`src/rtl/mem_bus_pkg.sv`:
```
// Shared types for the C1/C2 cache and memory protocols and for the memory bus arbiter.
package mem_bus_pkg;

    typedef enum logic [1:0] {
        C2_NOP      = 2'd0,
        C2_RESPONSE = 2'd1,
        C2_READ     = 2'd2,
        C2_WRITE    = 2'd3
    } c2_cmd_t;

    typedef enum logic [2:0] {
        C1_NOP             = 3'd0,
        C1_READ8           = 3'd1,
        C1_READ16          = 3'd2,
        C1_READ32          = 3'd3,
        C1_INVALIDATE_LINE = 3'd4,
        C1_WRITE8          = 3'd5,
        C1_WRITE16         = 3'd6,
        C1_WRITE32         = 3'd7
    } c1_cmd_t;

    typedef enum logic [1:0] {
        IDLE      = 2'd0,
        ISSUE     = 2'd1,
        WAIT_RESP = 2'd2,
        BURST     = 2'd3
    } arb_state_t;

    function automatic logic [1:0] onehot2(logic idx);
        return idx ? 2'b10 : 2'b01;
    endfunction

endpackage

```
`src/rtl/rr_pick2.sv`:
```
// Combinational 2-way round-robin chooser: a lone requester wins, a tie goes to the
// requester that was not granted last.
module rr_pick2 (
    input  logic [1:0] req_i,
    input  logic       last_grant_i,
    output logic       winner_o,
    output logic       valid_o
);

    always_comb begin
        valid_o = |req_i;
        unique case (req_i)
            2'b01:   winner_o = 1'b0;
            2'b10:   winner_o = 1'b1;
            2'b11:   winner_o = ~last_grant_i;
            default: winner_o = 1'b0;
        endcase
    end

endmodule

```
`src/rtl/mem_bus_arbiter.sv`:
```
// Two-client round-robin arbiter for one C2 main-memory port, one line burst in flight.
// Define MEM_ARB_TIMEOUT_EN to add the WAIT_RESP watchdog and the rq_err outputs.
module mem_bus_arbiter
    import mem_bus_pkg::*;
#(
    parameter int unsigned BUS_SIZE       = 16,
    parameter int unsigned ADDR_SIZE      = 15,
`ifdef MEM_ARB_TIMEOUT_EN
    parameter int unsigned TIMEOUT_CYCLES = 255,
`endif
    parameter int unsigned BURST_LEN      = 8
) (
    input  logic                 clk,
    input  logic                 reset,
    input  logic [1:0]           rq_cmd   [2],
    input  logic [ADDR_SIZE-1:0] rq_addr  [2],
    input  logic [BUS_SIZE-1:0]  rq_wdata [2],
    output logic [1:0]           rq_grant,
    output logic [1:0]           rq_rsp,
    output logic [BUS_SIZE-1:0]  rq_rdata,
`ifdef MEM_ARB_TIMEOUT_EN
    output logic [1:0]           rq_err,
`endif
    output logic [1:0]           mem_cmd_o,
    output logic [ADDR_SIZE-1:0] mem_addr,
    output logic [BUS_SIZE-1:0]  mem_wdata,
    input  logic [1:0]           mem_cmd_i,
    input  logic [BUS_SIZE-1:0]  mem_rdata
);

    localparam int unsigned CntW = (BURST_LEN > 1) ? $clog2(BURST_LEN) : 1;
    localparam logic [CntW-1:0] LastBeat = CntW'(BURST_LEN - 1);

    arb_state_t           state_q, state_d;
    logic                 owner_q, owner_d;
    c2_cmd_t              cmd_q, cmd_d;
    logic [ADDR_SIZE-1:0] addr_q, addr_d;
    logic                 last_grant_q, last_grant_d;
    logic [CntW-1:0]      cnt_q, cnt_d;
    logic [BUS_SIZE-1:0]  rdata_q, rdata_d;
    logic [1:0]           rsp_rd_q, rsp_rd_d;

    logic [1:0]      req_vec;
    logic            pick_winner;
    logic            pick_valid;
    logic            in_xfer;
    logic            beat_fire;
    logic [CntW-1:0] beat_idx;
    logic            last_beat;
    logic            wd_expire;

    assign req_vec = {rq_cmd[1] != C2_NOP, rq_cmd[0] != C2_NOP};

    rr_pick2 u_pick (
        .req_i        (req_vec),
        .last_grant_i (last_grant_q),
        .winner_o     (pick_winner),
        .valid_o      (pick_valid)
    );

    // The RESPONSE that ends WAIT_RESP is already beat 0 of the burst.
    assign in_xfer   = (state_q == WAIT_RESP) || (state_q == BURST);
    assign beat_fire = in_xfer && (mem_cmd_i == C2_RESPONSE);
    assign beat_idx  = (state_q == WAIT_RESP) ? '0 : cnt_q;
    assign last_beat = beat_fire && (beat_idx == LastBeat);

`ifdef MEM_ARB_TIMEOUT_EN
    logic [7:0] wd_q, wd_d;

    // Zero in ISSUE, so the count restarts on every entry to WAIT_RESP.
    assign wd_d      = (state_q == WAIT_RESP) ? wd_q + 8'd1 : 8'd0;
    assign wd_expire = (state_q == WAIT_RESP) && !beat_fire
                       && (wd_q == 8'(TIMEOUT_CYCLES - 1));

    always_ff @(posedge clk) begin
        if (reset) begin
            wd_q <= 8'd0;
        end else begin
            wd_q <= wd_d;
        end
    end
`else
    assign wd_expire = 1'b0;
`endif

    always_ff @(posedge clk) begin
        if (reset) begin
            state_q      <= IDLE;
            owner_q      <= 1'b0;
            cmd_q        <= C2_NOP;
            addr_q       <= '0;
            last_grant_q <= 1'b1;
            cnt_q        <= '0;
            rdata_q      <= '0;
            rsp_rd_q     <= '0;
        end else begin
            state_q      <= state_d;
            owner_q      <= owner_d;
            cmd_q        <= cmd_d;
            addr_q       <= addr_d;
            last_grant_q <= last_grant_d;
            cnt_q        <= cnt_d;
            rdata_q      <= rdata_d;
            rsp_rd_q     <= rsp_rd_d;
        end
    end

    always_comb begin
        state_d      = state_q;
        owner_d      = owner_q;
        cmd_d        = cmd_q;
        addr_d       = addr_q;
        last_grant_d = last_grant_q;
        cnt_d        = cnt_q;
        unique case (state_q)
            IDLE: begin
                if (pick_valid) begin
                    owner_d = pick_winner;
                    cmd_d   = c2_cmd_t'(rq_cmd[pick_winner]);
                    addr_d  = rq_addr[pick_winner];
                    state_d = ISSUE;
                end
            end
            ISSUE: state_d = WAIT_RESP;
            WAIT_RESP, BURST: begin
                if (last_beat || wd_expire) begin
                    state_d      = IDLE;
                    last_grant_d = owner_q;
                    cnt_d        = '0;
                end else if (beat_fire) begin
                    state_d = BURST;
                    cnt_d   = beat_idx + CntW'(1);
                end
            end
            default: state_d = IDLE;
        endcase
    end

    always_comb begin
        rq_grant  = '0;
        rq_rsp    = rsp_rd_q;
        mem_cmd_o = C2_NOP;
        mem_wdata = '0;
        rsp_rd_d  = '0;
        rdata_d   = rdata_q;
        if (state_q != IDLE) begin
            rq_grant = onehot2(owner_q);
        end
        if (state_q == ISSUE) begin
            mem_cmd_o = cmd_q;
        end
        if (in_xfer) begin
            mem_wdata = rq_wdata[owner_q];
        end
        // Read beats are acknowledged one cycle late with the data; write beats at once.
        if (beat_fire) begin
            if (cmd_q == C2_READ) begin
                rsp_rd_d = onehot2(owner_q);
                rdata_d  = mem_rdata;
            end else begin
                rq_rsp = rq_rsp | onehot2(owner_q);
            end
        end
    end

`ifdef MEM_ARB_TIMEOUT_EN
    assign rq_err = wd_expire ? onehot2(owner_q) : 2'b00;
`endif

    assign mem_addr = addr_q;
    assign rq_rdata = rdata_q;

endmodule
```
`config.mk`:
```
export PLATFORM = sky130hd
export DESIGN_NAME = mem_bus_arbiter
export DESIGN_NICKNAME = d
export VERILOG_FILES = /design/src/rtl/mem_bus_pkg.sv /design/src/rtl/rr_pick2.sv /design/src/rtl/mem_bus_arbiter.sv
export SDC_FILE = /design/constraint.sdc
export NUM_CORES = 1
export LEC_CHECK = 0
export CORE_MARGIN = 5
export CORE_UTILIZATION = 30
export DETAILED_ROUTE_END_ITERATION = 10
export PLACE_DENSITY_LB_ADDON = 0.25
export SLEW_MARGIN = 20
export SYNTH_ARGS = -nofsm -noshare
export SYNTH_HDL_FRONTEND = slang
export SYNTH_HIERARCHICAL = 1
export SYNTH_SLANG_ARGS = --single-unit
```
`constraint.sdc`:
```
create_clock -name clk -period 2.17 [get_ports clk]
set_input_delay 0.651 -clock clk [delete_from_list [all_inputs] [get_ports clk]]
set_output_delay 0.651 -clock clk [all_outputs]
set_load 0.005 [all_outputs]
```
# After elaboration in Yosys (flattened, before gate mapping)
# Index checks and enable logic that the tools add are counted.
dict set report totals {
  regBits 42
  inputBits 86
  out_inout_bits 53
  elab_cells 66
}
dict set report classes {
  addsub 1
  magnitude_cmp 2
  eq_ne 10
  muxes 23
  n_bitwise 6
  reduce_logical 16
}
# op n
set ops {}
lappend ops {{16-bit 2-to-1 mux} 4}
lappend ops {{15-bit 2-to-1 mux} 3}
lappend ops {{2-bit 2-to-1 mux} 11}
lappend ops {{2-bit equality test, second input constant} 5}
lappend ops {{2-bit AND reduction} 5}
lappend ops {{3-bit 2-to-1 mux} 3}
lappend ops {{2-bit nonzero test} 4}
lappend ops {{2-bit case mux with 3 select lines} 1}
lappend ops {{2-bit by 1-bit equality test with 1-bit output, second input constant} 2}
lappend ops {{2-bit greater-or-equal comparator, second input constant} 2}
lappend ops {{1-bit inverter with 2-bit output} 2}
lappend ops {{2-bit OR reduction} 2}
lappend ops {{3-bit by 1-bit adder with 3-bit output, second input constant} 1}
lappend ops {{3-bit equality test, second input constant} 1}
lappend ops {{3-bit != test, second input constant} 1}
lappend ops {{1-bit inverter} 3}
lappend ops {{3-bit OR reduction} 1}
lappend ops {{1-bit logical AND} 2}
lappend ops {{2-bit zero test} 1}
lappend ops {{2-bit != test, second input constant} 1}
lappend ops {{2-bit OR} 1}
lappend ops {{1-bit case mux with 2 select lines} 1}
lappend ops {{1-bit logical OR} 1}

# Longest topological paths before layout
# Gate-level depths: netlist of run 1.
dict set report logic_depth {
  depth_word 7
  mapped_depth 6
  mapped_depth_nobuf 6
}

# Cells and area by module
# The synthesis of run 1 kept the hierarchy.
# module instances cells_each area_per_inst_um2 seq_area_each_um2
set by_module_without_submodules {}
lappend by_module_without_submodules {mem_bus_arbiter 1 237 2263.4 840.8}
lappend by_module_without_submodules {rr_pick2 1 2 13.8 0.0}

# Least setup slack after synthesis of run 1
# Ideal clock, no wire load.
dict set report synth_path {
  path_type {input-to-reg}
  from {input port rq_cmd[2] in the netlist's numbering}
  to {register cmd_q[0]}
  setup_time_ns 0.145
  arrival_time_ns 1.814
  required_time_ns 2.025
  path_slack_ns 0.212
  path_stages 6
  n_path_buf 2
  path_cell_list {or2_2 -> a21boi_1 -> buf_4 -> buf_2 -> mux2i_1 -> a211oi_2}
}
dict set report synth_via {
  elab_chain_cells 7
  elab_cells_between_ends 10
  cone_classes {eq/ne (2); mux (4); bitwise (1); reduce/logical (3)}
}
# element line_no
set synth_rtl {}
lappend synth_rtl {{start, declared} mem_bus_arbiter.sv:15} ;# input logic [1:0] rq_cmd [2],
lappend synth_rtl {{2-bit nonzero test (*)} mem_bus_arbiter.sv:52} ;# assign req_vec = {rq_cmd[1] != C2_NOP, rq_cmd[0] != C2_NOP};
lappend synth_rtl {{2-bit equality test} rr_pick2.sv:12} ;# unique case (req_i)
lappend synth_rtl {{1-bit case mux with 2 select lines (*)} rr_pick2.sv:12}
lappend synth_rtl {{named net pick_winner} mem_bus_arbiter.sv:44} ;# logic pick_winner;
lappend synth_rtl {{1-bit inverter with 2-bit output (not written as such) (*)} mem_bus_arbiter.sv:119} ;# cmd_d = c2_cmd_t'(rq_cmd[pick_winner]);
lappend synth_rtl {{2-bit 2-to-1 mux (not written as such) (*) (3 in a row)} mem_bus_arbiter.sv:119}
lappend synth_rtl {{end signal, assigned} mem_bus_arbiter.sv:99} ;# cmd_q <= cmd_d;
lappend synth_rtl {{end, declared} mem_bus_arbiter.sv:36} ;# c2_cmd_t cmd_q, cmd_d;
# Mark *: on every way through the listed nets, which the timed path passes. The rest lies on a longest branch. The select of a mux whose other input is x is not followed.
# A chain may end at the register's enable or synchronous reset.

# Worst setup path in the final report of run 1
dict set report layout_path {
  from {input port rq_wdata[7] in the netlist's numbering}
  to {output port mem_wdata[7]}
}
dict set report layout_via {
  elab_chain_cells 4
}
# element line_no
set layout_rtl {}
lappend layout_rtl {{start, declared} mem_bus_arbiter.sv:17} ;# input logic [BUS_SIZE-1:0] rq_wdata [2],
lappend layout_rtl {{16-bit 2-to-1 mux (not written as such) (3 in a row)} mem_bus_arbiter.sv:153} ;# mem_wdata = rq_wdata[owner_q];
lappend layout_rtl {{16-bit 2-to-1 mux} mem_bus_arbiter.sv:152} ;# if (in_xfer) begin
lappend layout_rtl {{end, declared} mem_bus_arbiter.sv:26} ;# output logic [BUS_SIZE-1:0] mem_wdata,
# No other way between the ends. The select of a mux whose other input is x is not followed.

==> summary.md, run 1 <==
| Metric | Value |
|---|---|
| Fillers | 667 |
| WL met2 | 3370 um |
| Post-route insts no fill | 482 |
| Finished Core Util | roughly 54% |
| Max Fclk | roughly 470 MHz |
| Clk_skew | 3.11 ps |
| Worst setup path class | input port to output pin |
| Largest net degree at the start of global routing | 30 |
| Critical Path AT | about 1500 ps |
| Detail Placement HPWL | 5190 um |
| Status | completed |
| Post-synthesis sequential area ratio | 36.9% |
| Core area | 7330 um2 |
| Hold Startpoint | cnt_q[2]$_SDFFE_PP0P_ |
| Worst path required time | around 1500 ps |
| H-tree levels | 2 |
| Site Rows | 31 |
| Area occupied by multi-input gates | around 1300 um2 |
| Reg clk slew, reported paths | 80 ps |
| Peak VDD IR | 0.341 mV |
| DIE WIDTH | a little under 100 um |
| R2R Setup Slk | approximately 430 ps |
| Reg2reg start | state_q[0]$_SDFFE_PP0P_ |
| Final nets | 470 |
| Leak Pwr | 0.00145 uW |
| Clock tree from TritonCTS | done |
| First-pass GRT wire length | about 11000 um |
| Starting Density | a little under a third |
| Fin crit share | a little over nine tenths |
| DRT Wirelength | 7010 um |
| Vias per cell | 4.69 |
| Syn nets | around 330 |
| Final Setup Violations | 0 |
| Hold_ws | approximately 460 ps |
| Final instance area | 3920 um2 |
| Gr usage total | around 14% |
| P per Cell Area | 532 nW/um2 |
| Final Hold Violating Endpoints | 0 |
| DR DRC count | 0 |
| Via Count | ~2300 |
| Max-slew violations | 0 |
| Crit path from | rq_wdata[7] |
| Die area | between 9000 and 10000 um2 |
| Minimum clock period after layout | 2140 ps |
| Clock latency on the worst-skew pair | 290 ps |
| Gr ovfl total | 0 |
| Slew of the pin with the lowest slew margin | about 610 ps |
| Vias in the first global route | between 2000 and 2500 |
| M1 WL | a little over 3000 um |
| DR WL met3 | between 400 and 500 um |
| CTS Buf Count | 5 |
| Initial antenna violation count | 0 |
| Critical Path Fanout Max | 1 |
| Port Buffers | between 100 and 150 |
| Die Span Y | between 90 and 100 um |
| Slowest stage delay, CP | 460 ps |
| Placed Cells | 467 |
| Distinct cell type count after synthesis | 33 |
| Hold Path Stages | 2 |
| # diodes | 0 |
| Layout cells sized above 1 | between 20 and 25% |
| Worst path cell trace | clkdlybuf4s50_1 > mux2i_1 > nor2b_1 > clkdlybuf4s15_1 |
| FF+latch area | ~850 um2 |
| I/O pin count | 139 |
| Startpoint types | input port |
| DR WL/cell | between 10 and 15 um |
| DR pass1 iterations | 4 |
| Initial DRC count | between 50 and 60 |
| Top sig layer | met4 |
| Average footprint of a synthesized cell | approximately 9.5 um2 |
| Final Power | between 2000 and 2500 uW |
| CTS sink count | 42 |
| Max clock buf depth | 2 |
| CTS Root Cell | clkbuf_8 |
| DRT antenna net count | 0 |
| #FFs+latches synth | 42 |
| Worst slew margin | between 50% and 60% |
| EDFF count, synth | 0 |
| CTS hold repair buffers | 0 |
| Crit path capture type | output pin |
| Post-DP Area | roughly 3800 um2 |
| Synth Instances | roughly 240 |
| Asr flop ratio synth | 0% |
| Hold crit path type | flip-flop to flip-flop |
| Gpl congestion | around 0.82 |
| Ys flop type | dfxtp_1 |
| CP max-delay cell | clkdlybuf4s50_1 |
| Max Cap Viol | 0 |
| Layout area overhead | 72.3% |
| Warnings, synthesis | 6 |
| R2R depth | 6 |
| Cell area after synthesis | around 2300 um2 |
| RSZ-0062 raised after global routing | false |
cells in the final DEF (no fill, tap or decap), drive strengths merged, types with 5 or more instances in the layout:
cell             n
clkdlybuf4s50  115
nand4b          16
a21oi           18
a211oi          18
and2             5
clkbuf          19
mux2i           34
buf             28
dfxtp           42
nor2b           19
o21ai           16
nor2            20
timing repair:
item                       in CTS  in global routing
pin swaps                       2                  2
buffers inserted                2                  5
resized for setup              51                 27
setup endpoints to repair      22                 20
kinds of logic (layout without fill, tap and decap cells):
group                    Yosys count  after routing  synth area share (%)
multiplexers                      34             34                  14.9
AO/OA/AOI/OAI                     59             59                  19.1
buffers and inverters             25            169                  6.26
flip-flops                        42             42                  36.9
AND/OR/NAND/NOR                   77             77                  21.6
adder cells (fa/ha/maj)            2              2                  1.10
where the power goes:
| part | internal [uW] | switching (uW) |
|---|---|---|
| Sequential | 829 | 32.7 |
| Clock | 227 | 267 |
| Combinational | 443 | 290 |
layer usage:
layer  vias to the layer above  global-route usage (%)
met5                         -                       0
met4                         0                    4.21
met3                         6                    3.52
met2                        85                    23.5
met1                      1021                    17.8
li1                       1147                       -
cells in the mapped netlist (2+ instances only):
cell	number	area [um2]
nor2_2	3	18.8
buf_2	6	30.0
o21ai_0	16	80.1
nor2_1	17	63.8
nor2b_1	19	119
mux2i_1	34	340
dfxtp_1	42	841
a21oi_1	18	90.1
a211oi_2	13	163
ha_1	2	25.0
clkbuf_1	8	30.0
a21boi_1	2	15.0
buf_4	3	22.5
nand3b_1	4	30.0
a211oi_1	5	37.5
buf_1	4	15.0
buf_6	4	45.0
and2_1	5	31.3
nand2b_1	2	12.5
nand2_1	3	11.3
or2_2	2	12.5
nand4b_1	16	140
critical path, delay by kind of cell:
kind / cells / cell delay, ps
buffers and inverters: 2 / 670
muxes: 1 / 70
and+or+nand+nor: 1 / 110
final timing paths:
kind | end
setup / recovery | mem_wdata[7]
hold / removal | cnt_q[2]$_SDFFE_PP0P_
setup reg to reg | cnt_q[0]$_SDFFE_PP0P_
hold reg to reg | cnt_q[2]$_SDFFE_PP0P_
sequential cells by signal (all words and copies together) (netlist names):
name / flops
rq_rdata: 16
owner_q: 1
cnt_q: 3
mem_addr: 15
rsp_rd_q: 2
last_grant_q: 1
state_q: 2
cmd_q: 2
cell type report:
cell class                 count  area share, %
clock buffer                   6           1.85
sequential                    42           21.6
tap                           99           3.16
timing repair buffer         161           39.6
clock inverter                 2          0.351
multi-input combinational    172           33.4
through the flow:
stage	TNS (ps)	setup WS, ps
2_1_floorplan	0	212
3_3_place_gp	-7040	-603
3_5_place_dp	-7580	-611
4_1_cts	-2.29	-2.29
5_1_grt	0	10.2
6_report	0	32.0
No activity file was read; power rests on OpenSTA's default activity.
==> run 2, diff against run 1 <==
- CORE_UTILIZATION: 30 -> 37
- SETUP_SLACK_MARGIN: not set -> 0.4
==> summary.md, run 2 (synthesized netlist as in run 1, its figures left out) <==
| Metric | Value |
|---|---|
| Status | completed |
| CP Buf/Inv Count | 3 (+1) |
| H-tree levels | 2 (unchanged) |
| Clock tree from TritonCTS | done |
| Max clock buf depth | 2 (unchanged) |
| Clk_skew | 4.68 ps (+1.58 ps) |
| DR pass1 iterations | 4 (unchanged) |
| Reg2reg start | state_q[0]$_SDFFE_PP0P_ |
| Gpl congestion | 0.714 (-13%) |
| Fin crit share | 90.6% (-7.9 points) |
| Vias in the first global route | 2491 (+11%) |
| Final Hold Violating Endpoints | 0 (unchanged) |
| Leading cell type in the layout, fill and taps excluded | dlygate4sd2_1 |
| Worst path required time | 1520 ps (about the same) |
| Minimum clock period after layout | 1970 ps (-171 ps) |
| Initial antenna violation count | 0 (unchanged) |
| Slew of the pin with the lowest slew margin | 626 ps (+11.5 ps) |
| Worst setup path class | flip-flop to output pin |
| Worst slew margin | 58.3% (-0.77 points) |
| Via Count | 2386 (+5.6%) |
| I/O pin count | 139 (unchanged) |
| Die Span Y | 88.5 um (-8.9%) |
| Post-route insts no fill | 469 (-2.7%) |
| Startpoint types | flip-flop |
| Starting Density | 38.2% (+7.2 points) |
| Most frequent cells in the layout | dlygate4sd2_1, clkdlybuf4s50_1, mux2i_1 |
| Top delay family on crit path | flip-flops |
| Peak VDD IR | 0.474 mV (+39%) |
| Worst path cell trace | buf_12 > buf_16 > mux2i_2 > nor2b_1 > buf_2 |
| Gr ovfl total | 0 (unchanged) |
| Min setup slack post-route | 203 ps (+171 ps) |
| CTS sink count | 42 (unchanged) |
| Layout cells sized above 1 | 32.5% (+12 points) |
| Final Setup Violations | 0 (unchanged) |
| CTS Buf Count | 5 (unchanged) |
| Max Cap Viol | 0 (unchanged) |
| Vias per cell | 5.09 (+8.5%) |
| P per Cell Area | 599 nW/um2 (+13%) |
| Clock latency on the worst-skew pair | 300 ps (about the same) |
| DIE WIDTH | 88.5 um (-8.9%) |
| RSZ-0062 raised after global routing | true |
| CTS Root Cell | clkbuf_8 |
| Largest net degree at the start of global routing | 28 (-6.7%) |
| Hold Startpoint | cnt_q[2]$_SDFFE_PP0P_ |
| Port Buffers | 138 (unchanged) |
| Hold_ws | 450 ps (-12.5 ps) |
| Crit path from | owner_q$_SDFFE_PP0P_ |
| DR DRC count | 0 (unchanged) |
| DRT antenna net count | 0 (unchanged) |
| Gr usage total | 19.6% (+5.5 points) |
| Layout area overhead | 84.6% |
| Max-slew violations | 0 (unchanged) |
| # diodes | 0 (unchanged) |
| Leak Pwr | 0.00176 uW (+22%) |
| Pre-CTS worst setup slack | -566 ps (+45.0 ps) |
| First-pass GRT wire length | 12000 um (+7.6%) |
| Crit path capture type | output pin |
| Largest register FFs | 16 (unchanged) |
| Critical Path Fanout Max | 5 (+4) |
| DR WL/cell | 16.4 um (+13%) |
| Fillers | 487 (-27%) |
| Detail Placement HPWL | 5420 um (+4.3%) |
| DRT Wirelength | 7710 um (+10%) |
| Reg clk slew, reported paths | 80 ps (about the same) |
| Site Rows | 28 (-9.7%) |
| CTS hold repair buffers | 0 (unchanged) |
| Hold crit path type | flip-flop to flip-flop |
| Final nets | 481 (+2.3%) |
| Max Fclk | 508 MHz (+8.7%) |
| Slowest stage delay, CP | 420 ps (-40 ps) |
| Placed Cells | 443 (-5.1%) |
| Setup_tns | 0 ps (unchanged) |
| Initial DRC count | 80 (+36%) |
| Final Power | 2520 uW (+21%) |
| Die area | 7820 um2 (-17%) |
| Critical Path AT | 1320 ps (-170 ps) |
| Core area | 5960 um2 (-19%) |
| CP max-delay cell | dfxtp_4 |
run 2: cell types whose count changed in the layout (fill, tap and decap cells not counted), moves of 8 or more:
cell             before  now
buf_2                 5   22
dfxtp_2               2   10
nor2_1               16    5
clkdlybuf4s50_1     115   46
clkbuf_2             13    4
dfxtp_1              39   30
dlygate4sd2_1         0   63
nor2_4                0   12
run 2: layout make-up:
type	instances	area, um2	share of cell area (%)
multi-input cells	172	1460	34.7
repair buffers	172	1650	39.2
clock buffers	6	82.6	1.96
clock inverters	2	60.1	1.43
flip-flops and latches	42	861	20.5
well taps	75	93.8	2.23
run 2: power breakdown:
| part | switching (uW) | internal (uW) | total [uW] | leakage (uW) |
|---|---|---|---|---|
| sequential | 47.4 | 834 | 881 | 0.000348 |
| clock | 276 | 491 | 766 | 0.0000714 |
| combinational | 361 | 511 | 872 | 0.00134 |
| total | 684 | 1840 | 2520 | 0.00176 |
run 2: worst paths after layout:
check                              end  slack, ps  depth (start not counted)
min              cnt_q[2]$_SDFFE_PP0P_        450                          2
max reg2reg  last_grant_q$_SDFFE_PP1P_        520                          7
max                      mem_wdata[15]        200                          5
min reg2reg      cnt_q[2]$_SDFFE_PP0P_        450                          2
run 2: routing by layer:
metal	share of wire, %	wire (um)	vias to the layer above	GRT usage [%]
li1	-	-	1170	-
met1	39	3000	1107	21.9
met2	51	3910	97	36.4
met3	8.6	665	12	4.93
met4	1.8	139	0	5.63
met5	0	0	-	0
run 2: timing repair:
action / 4_1_cts / 5_1_grt
resized for setup: 221 / 14
buffers inserted: 9 / 3
pin swaps: 12 / 7
setup endpoints to repair: 74 / 41
gates cloned: 6 / 0
run 2: stage by stage:
step                util, %  instance area, um2
floorplan                 -                2310
global placement       63.7                3790
detailed placement     63.7                3790
CTS                    69.8                4160
global route           70.6                4200
finish                 70.6                4200
run 2: tightest hold or removal path, cell delays in order (launching register included):
cell and delay, ps:
dfxtp_1 310, nand2_1 50, a21oi_1 50
